$ cat src/rtl/ifetch_unit_pkg.sv
// Shared types and constants for the instruction fetch stage.
package ifetch_unit_pkg;

    localparam logic [31:0] NOP_INSTR        = 32'h0000_0013;
    localparam logic [31:0] RESET_PC_DEFAULT = 32'h0000_0000;

    typedef struct packed {
        logic        err;
        logic [31:0] pc;
        logic [31:0] instr;
    } fetch_entry_t;

    function automatic logic [31:0] word_align(input logic [31:0] addr);
        return addr & 32'hFFFF_FFFC;
    endfunction

endpackage

$ cat src/rtl/ifetch_unit_fetch_fifo.sv
// Synchronous FIFO holding fetched {err, pc, instr} entries; flush empties it in one edge.
module fetch_fifo #(
    parameter int WIDTH = 65,
    parameter int DEPTH = 4,
    localparam int AW = $clog2(DEPTH),
    localparam int CW = AW + 1
) (
    input  logic             i_clk,
    input  logic             i_rst,
    input  logic             i_flush,
    input  logic             i_push,
    input  logic             i_pop,
    input  logic [WIDTH-1:0] i_data,
    output logic [WIDTH-1:0] o_data,
    output logic             o_full,
    output logic             o_empty,
    output logic [CW-1:0]    o_count
);

    logic [WIDTH-1:0] r_mem [DEPTH];
    logic [AW-1:0]    r_wr_ptr;
    logic [AW-1:0]    r_rd_ptr;
    logic [CW-1:0]    r_count;
    logic             w_do_push;
    logic             w_do_pop;

    assign o_empty   = (r_count == '0);
    assign o_full    = (r_count == CW'(DEPTH));
    assign o_count   = r_count;
    assign o_data    = r_mem[r_rd_ptr];
    assign w_do_pop  = i_pop && !o_empty;
    // A full FIFO still accepts a push when the head leaves in the same cycle.
    assign w_do_push = i_push && (!o_full || w_do_pop);

    always_ff @(posedge i_clk) begin
        if (i_rst || i_flush) begin
            r_wr_ptr <= '0;
            r_rd_ptr <= '0;
            r_count  <= '0;
        end else begin
            if (w_do_push) r_wr_ptr <= r_wr_ptr + AW'(1);
            if (w_do_pop)  r_rd_ptr <= r_rd_ptr + AW'(1);
            r_count <= r_count + CW'(w_do_push) - CW'(w_do_pop);
        end
    end

    always_ff @(posedge i_clk) begin
        if (w_do_push) r_mem[r_wr_ptr] <= i_data;
    end

endmodule

$ cat src/rtl/ifetch_unit.sv
// Fetch stage: PC and imem request credit, outstanding/discard tracking, and the decode-facing buffer.
module ifetch_unit
    import ifetch_unit_pkg::*;
#(
    parameter logic [31:0] RESET_PC   = RESET_PC_DEFAULT,
    parameter int          FIFO_DEPTH = 4,
    parameter int          MAX_OUTST  = 2
) (
    input  logic        clk_i,
    input  logic        rst_i,
    output logic        imem_req_o,
    output logic [31:0] imem_addr_o,
    input  logic        imem_gnt_i,
    input  logic        imem_rvalid_i,
    input  logic [31:0] imem_rdata_i,
    input  logic        imem_err_i,
    input  logic        redirect_i,
    input  logic [31:0] redirect_pc_i,
    output logic        instr_valid_o,
    input  logic        instr_ready_i,
    output logic [31:0] instr_o,
    output logic [31:0] pc_o,
    output logic        instr_err_o
);

    localparam int OW = $clog2(MAX_OUTST + 1);
    localparam int CW = $clog2(FIFO_DEPTH) + 1;

    logic          r_req;
    logic [31:0]   r_addr;
    logic          r_stale;
    logic [31:0]   r_redir_pc;
    logic [31:0]   r_resp_pc;
    logic [OW-1:0] r_outst;
    logic [OW-1:0] r_discard;

    logic          w_gnt;
    logic          w_keep;
    logic          w_pop;
    logic          w_empty;
    logic          w_full;
    logic [CW-1:0] w_fifo_cnt;
    logic [31:0]   w_redir_pc;
    fetch_entry_t  w_push_entry;
    fetch_entry_t  w_head;
    logic          w_req_n;
    int            w_outst_n;
    int            w_fifo_n;
    int            w_disc_n;

    assign w_gnt        = r_req && imem_gnt_i;
    assign w_redir_pc   = word_align(redirect_pc_i);
    assign w_keep       = imem_rvalid_i && (r_discard == '0) && !redirect_i;
    assign w_pop        = !w_empty && instr_ready_i;
    assign w_push_entry = {imem_err_i, r_resp_pc, imem_rdata_i};

    fetch_fifo #(
        .WIDTH($bits(fetch_entry_t)),
        .DEPTH(FIFO_DEPTH)
    ) u_fifo (
        .i_clk   (clk_i),
        .i_rst   (rst_i),
        .i_flush (redirect_i),
        .i_push  (w_keep),
        .i_pop   (w_pop),
        .i_data  (w_push_entry),
        .o_data  (w_head),
        .o_full  (w_full),
        .o_empty (w_empty),
        .o_count (w_fifo_cnt)
    );

    // Credit is evaluated on next-cycle counts so a new request can follow a grant back to back.
    always_comb begin
        w_outst_n = int'(r_outst) + (w_gnt ? 1 : 0) - (imem_rvalid_i ? 1 : 0);
        w_fifo_n  = 0;
        w_disc_n  = w_outst_n;
        if (!redirect_i) begin
            w_fifo_n = int'(w_fifo_cnt) + (w_keep ? 1 : 0) - (w_pop ? 1 : 0);
            w_disc_n = int'(r_discard) - ((imem_rvalid_i && r_discard != '0) ? 1 : 0)
                       + ((w_gnt && r_stale) ? 1 : 0);
        end
        if (r_req && !imem_gnt_i) begin
            w_req_n = 1'b1;
        end else begin
            w_req_n = (w_outst_n + w_fifo_n < FIFO_DEPTH) && (w_outst_n < MAX_OUTST)
                      && (w_disc_n != MAX_OUTST);
        end
    end

    always_ff @(posedge clk_i) begin
        if (rst_i) begin
            r_req      <= 1'b0;
            r_addr     <= RESET_PC;
            r_stale    <= 1'b0;
            r_redir_pc <= RESET_PC;
            r_resp_pc  <= RESET_PC;
            r_outst    <= '0;
            r_discard  <= '0;
        end else begin
            r_req     <= w_req_n;
            r_outst   <= OW'(w_outst_n);
            r_discard <= OW'(w_disc_n);
            if (redirect_i) begin
                r_resp_pc <= w_redir_pc;
                // An ungranted request must keep its address; the new target waits behind it.
                if (r_req && !imem_gnt_i) begin
                    r_stale    <= 1'b1;
                    r_redir_pc <= w_redir_pc;
                end else begin
                    r_stale <= 1'b0;
                    r_addr  <= w_redir_pc;
                end
            end else begin
                if (w_keep) r_resp_pc <= r_resp_pc + 32'd4;
                if (w_gnt) begin
                    r_stale <= 1'b0;
                    r_addr  <= r_stale ? r_redir_pc : r_addr + 32'd4;
                end
            end
        end
    end

    assign imem_req_o    = r_req;
    assign imem_addr_o   = r_addr;
    assign instr_valid_o = !w_empty;
    assign instr_o       = w_empty ? NOP_INSTR : w_head.instr;
    assign pc_o          = w_empty ? 32'h0 : w_head.pc;
    assign instr_err_o   = !w_empty && w_head.err;

    a_fifo_no_overflow: assert property (@(posedge clk_i) disable iff (rst_i)
        w_keep |-> (!w_full || w_pop));
    a_outst_bound: assert property (@(posedge clk_i) disable iff (rst_i)
        int'(r_outst) <= MAX_OUTST);
    a_rvalid_has_outst: assert property (@(posedge clk_i) disable iff (rst_i)
        imem_rvalid_i |-> (r_outst != '0));

endmodule
$ cat config.mk
export PLATFORM = sky130hd
export DESIGN_NAME = ifetch_unit
export DESIGN_NICKNAME = d
export VERILOG_FILES = /design/src/rtl/ifetch_unit_pkg.sv /design/src/rtl/ifetch_unit_fetch_fifo.sv /design/src/rtl/ifetch_unit.sv
export SDC_FILE = /design/constraint.sdc
export NUM_CORES = 1
export LEC_CHECK = 0
export CELL_PAD_IN_SITES_DETAIL_PLACEMENT = 0
export CELL_PAD_IN_SITES_GLOBAL_PLACEMENT = 1
export CORE_ASPECT_RATIO = 1.25
export CORE_MARGIN = 2
export CORE_UTILIZATION = 50
export CTS_CLUSTER_DIAMETER = 100
export DETAILED_ROUTE_END_ITERATION = 16
export GPL_TIMING_DRIVEN = 0
export HOLD_SLACK_MARGIN = 0.06
export PLACE_DENSITY_LB_ADDON = 0.15
export REMOVE_ABC_BUFFERS = 1
export SYNTH_ARGS = -nofsm -noshare
export SYNTH_HDL_FRONTEND = slang
export SYNTH_SLANG_ARGS = --single-unit
$ cat constraint.sdc
create_clock -name clk_i -period 11.5 [get_ports clk_i]
set_clock_uncertainty 0.05 [all_clocks]
set_input_delay 3.45 -clock clk_i [delete_from_list [all_inputs] [get_ports clk_i]]
set_output_delay 3.45 -clock clk_i [all_outputs]
set_load 0.1 [all_outputs]
==> flow_results.xml <==
<?xml version="1.0" encoding="UTF-8"?>
<metrics>
  <group name="sta">
    <metric name="timing.max_slew.rel_slack" unit="%">13.7</metric>
    <metric name="rsz0062_at_grt" unit="">false</metric>
    <metric name="hold_viol_final" unit="">0</metric>
    <metric name="max_slew.worst_pin.slew" unit="ns">1.28</metric>
    <metric name="finalMaxSlewViolations" unit="">0</metric>
    <metric name="fmax" unit="MHz">118</metric>
    <metric name="finalSetupViolations" unit="">0</metric>
    <metric name="final.setup.tns" unit="ns">0</metric>
    <metric name="timing.final.crit_share" unit="%">73.9</metric>
    <metric name="timing.final.crit_period" unit="ns">8.50</metric>
    <metric name="worst_slack" unit="ns">3.00</metric>
  </group>
  <group name="logic_synthesis">
    <metric name="ys_top_cells_by_count" unit="">edfxtp_1, nand2_1, dfxtp_1</metric>
    <metric name="synth_area_leaders" unit="">edfxtp_1, dfxtp_1, mux4_2, nand2_1, and2_1</metric>
    <metric name="postSynthRegisterBits" unit="">357</metric>
    <metric name="synth_top_area_cell" unit="">edfxtp_1</metric>
    <metric name="syn_area" unit="sq um">16100</metric>
    <metric name="syn_area_per_cell" unit="sq um">13.0</metric>
    <metric name="count_of_mapped_cells_out_of_synthesis" unit="">1235</metric>
    <metric name="number_of_synthesized_flops_with_an_enable_pin" unit="">252</metric>
    <metric name="yosysSeqAreaShare" unit="%">60.1</metric>
    <metric name="ys.flop_type" unit="">edfxtp_1</metric>
    <metric name="async_flop_share" unit="%">0</metric>
    <metric name="synth_top_cell_area_share" unit="%">47.1</metric>
    <metric name="synthDistinctLibCells" unit="">67</metric>
    <metric name="most_repeated_cell_in_the_gate_level_netlist_after_synthesis" unit="">edfxtp_1</metric>
    <metric name="yosysWarnings" unit="">0</metric>
  </group>
  <group name="die">
    <metric name="placement_rows" unit="">73</metric>
    <metric name="coreArea" unit="sq um">31800</metric>
    <metric name="die_x" unit="um">164</metric>
    <metric name="initial_utilization" unit="%">50.6</metric>
    <metric name="floorplan.die_area" unit="sq um">33600</metric>
    <metric name="die_h" unit="um">205</metric>
    <metric name="floorplan.io_pins" unit="">170</metric>
  </group>
  <group name="clocking">
    <metric name="cts_sinks" unit="">357</metric>
    <metric name="cts_root_buffer" unit="">clkbuf_16</metric>
    <metric name="num_cts_buffers" unit="">36</metric>
    <metric name="cts_hold_repair_buffers" unit="">0</metric>
    <metric name="post-cts-setup-buffers" unit="">0</metric>
    <metric name="insertion_delay" unit="ns">0.52</metric>
    <metric name="clock_tree_from_tritoncts" unit="">yes</metric>
    <metric name="h-tree-depth" unit="">2</metric>
    <metric name="clk_pin_slew" unit="ns">0.06</metric>
    <metric name="post_cts_resized" unit="">0</metric>
    <metric name="clock_path_buffers" unit="">3</metric>
  </group>
  <group name="global_routing">
    <metric name="grt_util_met3" unit="%">2.88</metric>
    <metric name="busiest_layer" unit="">met2</metric>
    <metric name="grt.overflow.total" unit="">0</metric>
    <metric name="global_route.usage.met1" unit="%">27.7</metric>
    <metric name="antenna_violations_before_repair" unit="">1</metric>
    <metric name="first_pass_grt_wire_length" unit="mm">56.1</metric>
    <metric name="grt_max_degree" unit="">75</metric>
    <metric name="first_global_vias" unit="">10387</metric>
    <metric name="grtUsageMet2" unit="%">37.1</metric>
    <metric name="grt_use_total" unit="%">21.4</metric>
  </group>
  <group name="drt">
    <metric name="drt-initial-drc-count" unit="">641</metric>
    <metric name="drt_pre_antenna_iters" unit="">7</metric>
    <metric name="count_of_unresolved_drc_violations_after_routing" unit="">0</metric>
    <metric name="drtAntennaViolNets" unit="">0</metric>
    <metric name="post_drt_wl_per_cell" unit="um">19.5</metric>
    <metric name="vias" unit="">10285</metric>
    <metric name="wl" unit="mm">35.3</metric>
    <metric name="vias_per_cell" unit="">5.68</metric>
  </group>
  <group name="placement">
    <metric name="io_buffer_count" unit="">163</metric>
    <metric name="dpl.hpwl" unit="mm">22.6</metric>
    <metric name="finalWeightedCongestion" unit="">0.824</metric>
    <metric name="dp_slack" unit="ns">2.43</metric>
  </group>
  <group name="setup_path">
    <metric name="setup.worst_path.start_class" unit="">primary input</metric>
    <metric name="criticalPathCategory" unit="">primary input to flop</metric>
    <metric name="crit_arrival" unit="ns">8.90</metric>
    <metric name="critPathMaxFanout" unit="">74</metric>
    <metric name="worst_ep_required_time" unit="ns">11.89</metric>
    <metric name="setup.worst_path.end_class" unit="">flop</metric>
  </group>
  <group name="finish">
    <metric name="fin_util" unit="%">61.1</metric>
    <metric name="fill_cell_instance_count_of_the_final_layout" unit="">2534</metric>
    <metric name="multi_input_area" unit="sq um">6020</metric>
    <metric name="final-seq-area" unit="sq um">9680</metric>
    <metric name="post_route_cells_drive_above_1_share" unit="%">11.3</metric>
    <metric name="finalNetCount" unit="">1491</metric>
    <metric name="area.growth.synth_to_final" unit="%">20.8</metric>
  </group>
  <group name="min_path">
    <metric name="hold_class" unit="">flop to flop</metric>
  </group>
  <group name="power">
    <metric name="irDropWorstVdd" unit="mV">0.107</metric>
    <metric name="p_total" unit="mW">3.41</metric>
    <metric name="power.static_leakage" unit="nW">6.34</metric>
    <metric name="cellPowerDensity" unit="nW/um^2">175</metric>
  </group>
  <group name="status">
    <metric name="run_status" unit="">finished clean</metric>
  </group>
  <group name="job">
    <metric name="maxCapViolCount" unit="">0</metric>
  </group>
</metrics>
## flip-flops by register name, summed over array words and instances, names as in the netlist, named ones only
register / flops
r_stale: 1
r_discard: 2
r_outst: 2
u_fifo.r_mem: 252
imem_req_o: 1
u_fifo.o_count: 3
r_resp_pc: 30
u_fifo.r_rd_ptr: 2
r_redir_pc: 30
imem_addr_o: 30
u_fifo.r_wr_ptr: 2
## per-layer routing
metal | up-vias | part of all wire (%) | wire (um)
met1 | 5098 | 43 | 15200
met4 | 0 | 2.4 | 832
li1 | 4878 | - | -
met2 | 259 | 50 | 17700
met5 | - | 0 | 0
met3 | 50 | 4.3 | 1530
## final timing paths
path | start | to | slack [ns] | depth (start not counted)
setup / recovery | redirect_i | imem_req_o | 3.00 | 22
hold / removal | r_redir_pc[13] | r_redir_pc[13] | 0.40 | 2
setup reg to reg | u_fifo.o_count[1] | imem_req_o | 5.82 | 21
hold reg to reg | r_redir_pc[13] | r_redir_pc[13] | 0.40 | 2
## layout make-up
cell class / instances / share of cell area (%)
clock buffer: 43 / 4.88
clock inverter: 21 / 1.50
timing repair buffer: 173 / 9.53
sequential: 357 / 49.8
antenna: 1 / 0.0129
multi-input combinational: 772 / 31.0
tap: 412 / 2.65
inverter: 32 / 0.618
## cell families (layout without fill, tap and decap cells)
family / after synthesis / in the layout / synth area share (%)
and+or+nand+nor: 410 / 410 / 13.1
DFF: 357 / 357 / 60.1
AOI/OAI and AO/OA: 202 / 202 / 7.87
buffers and inverters: 109 / 269 / 2.76
muxes: 72 / 72 / 9.40
adders and majority gates: 48 / 48 / 4.76
xor gates and xnor gates: 36 / 36 / 1.96
other: 1 / 5 / 0.0233
## worst max-delay path, stage by stage
cell       delay, ns
buf_4           0.63
inv_2           0.29
buf_12          0.28
nand2_1         0.12
ha_1            0.23
inv_1           0.05
ha_1            0.17
fa_1            0.41
nor2b_1         0.15
ha_1            0.31
nand4b_1        0.16
a21boi_0        0.19
o21ai_0         0.09
nand2b_1        0.29
a21oi_1         0.14
fa_1            0.43
fa_1            0.38
nor4b_1         0.36
o2111ai_1       0.18
a311oi_1        0.25
o211ai_1        0.13
a21oi_1         0.15
## per-stage QoR
stage                     std cells  hold WS, ns  area (sq um)
final                          1811        0.399         19400
after floorplan                1161        0.375         15800
after global routing           1811        0.423         19400
after global placement         1736        0.388         17900
after detailed placement       1746        0.395         18200
after CTS                      1810        0.401         19400
## power by group
group / internal (mW) / total (mW) / leakage, nW / switching (mW)
logic: 0.209 / 0.695 / 2.57 / 0.487
clock network: 0.749 / 1.23 / 0.599 / 0.479
registers: 1.43 / 1.48 / 3.16 / 0.0534
## cells in the final DEF (no fill, tap or decap), types with 7 or more instances in the layout
master	count
clkinv_2	7
and3_1	7
clkdlybuf4s50_1	161
a311oi_1	11
o22ai_1	8
xnor2_1	17
inv_1	29
edfxtp_1	252
clkbuf_16	37
or3_1	10
xor2_1	19
a211oi_1	22
nand3_1	23
mux4_2	63
bufinv_16	7
a31oi_1	9
nand2b_1	9
nor3_1	22
and4_1	8
and2_1	67
nor2_1	72
fa_1	22
ha_1	26
nand4_1	29
dfxtp_1	103
o21ai_0	32
or2_2	7
a21o_1	7
a21oi_1	79
nand2_1	124
Power figures use the tool's default switching activity.
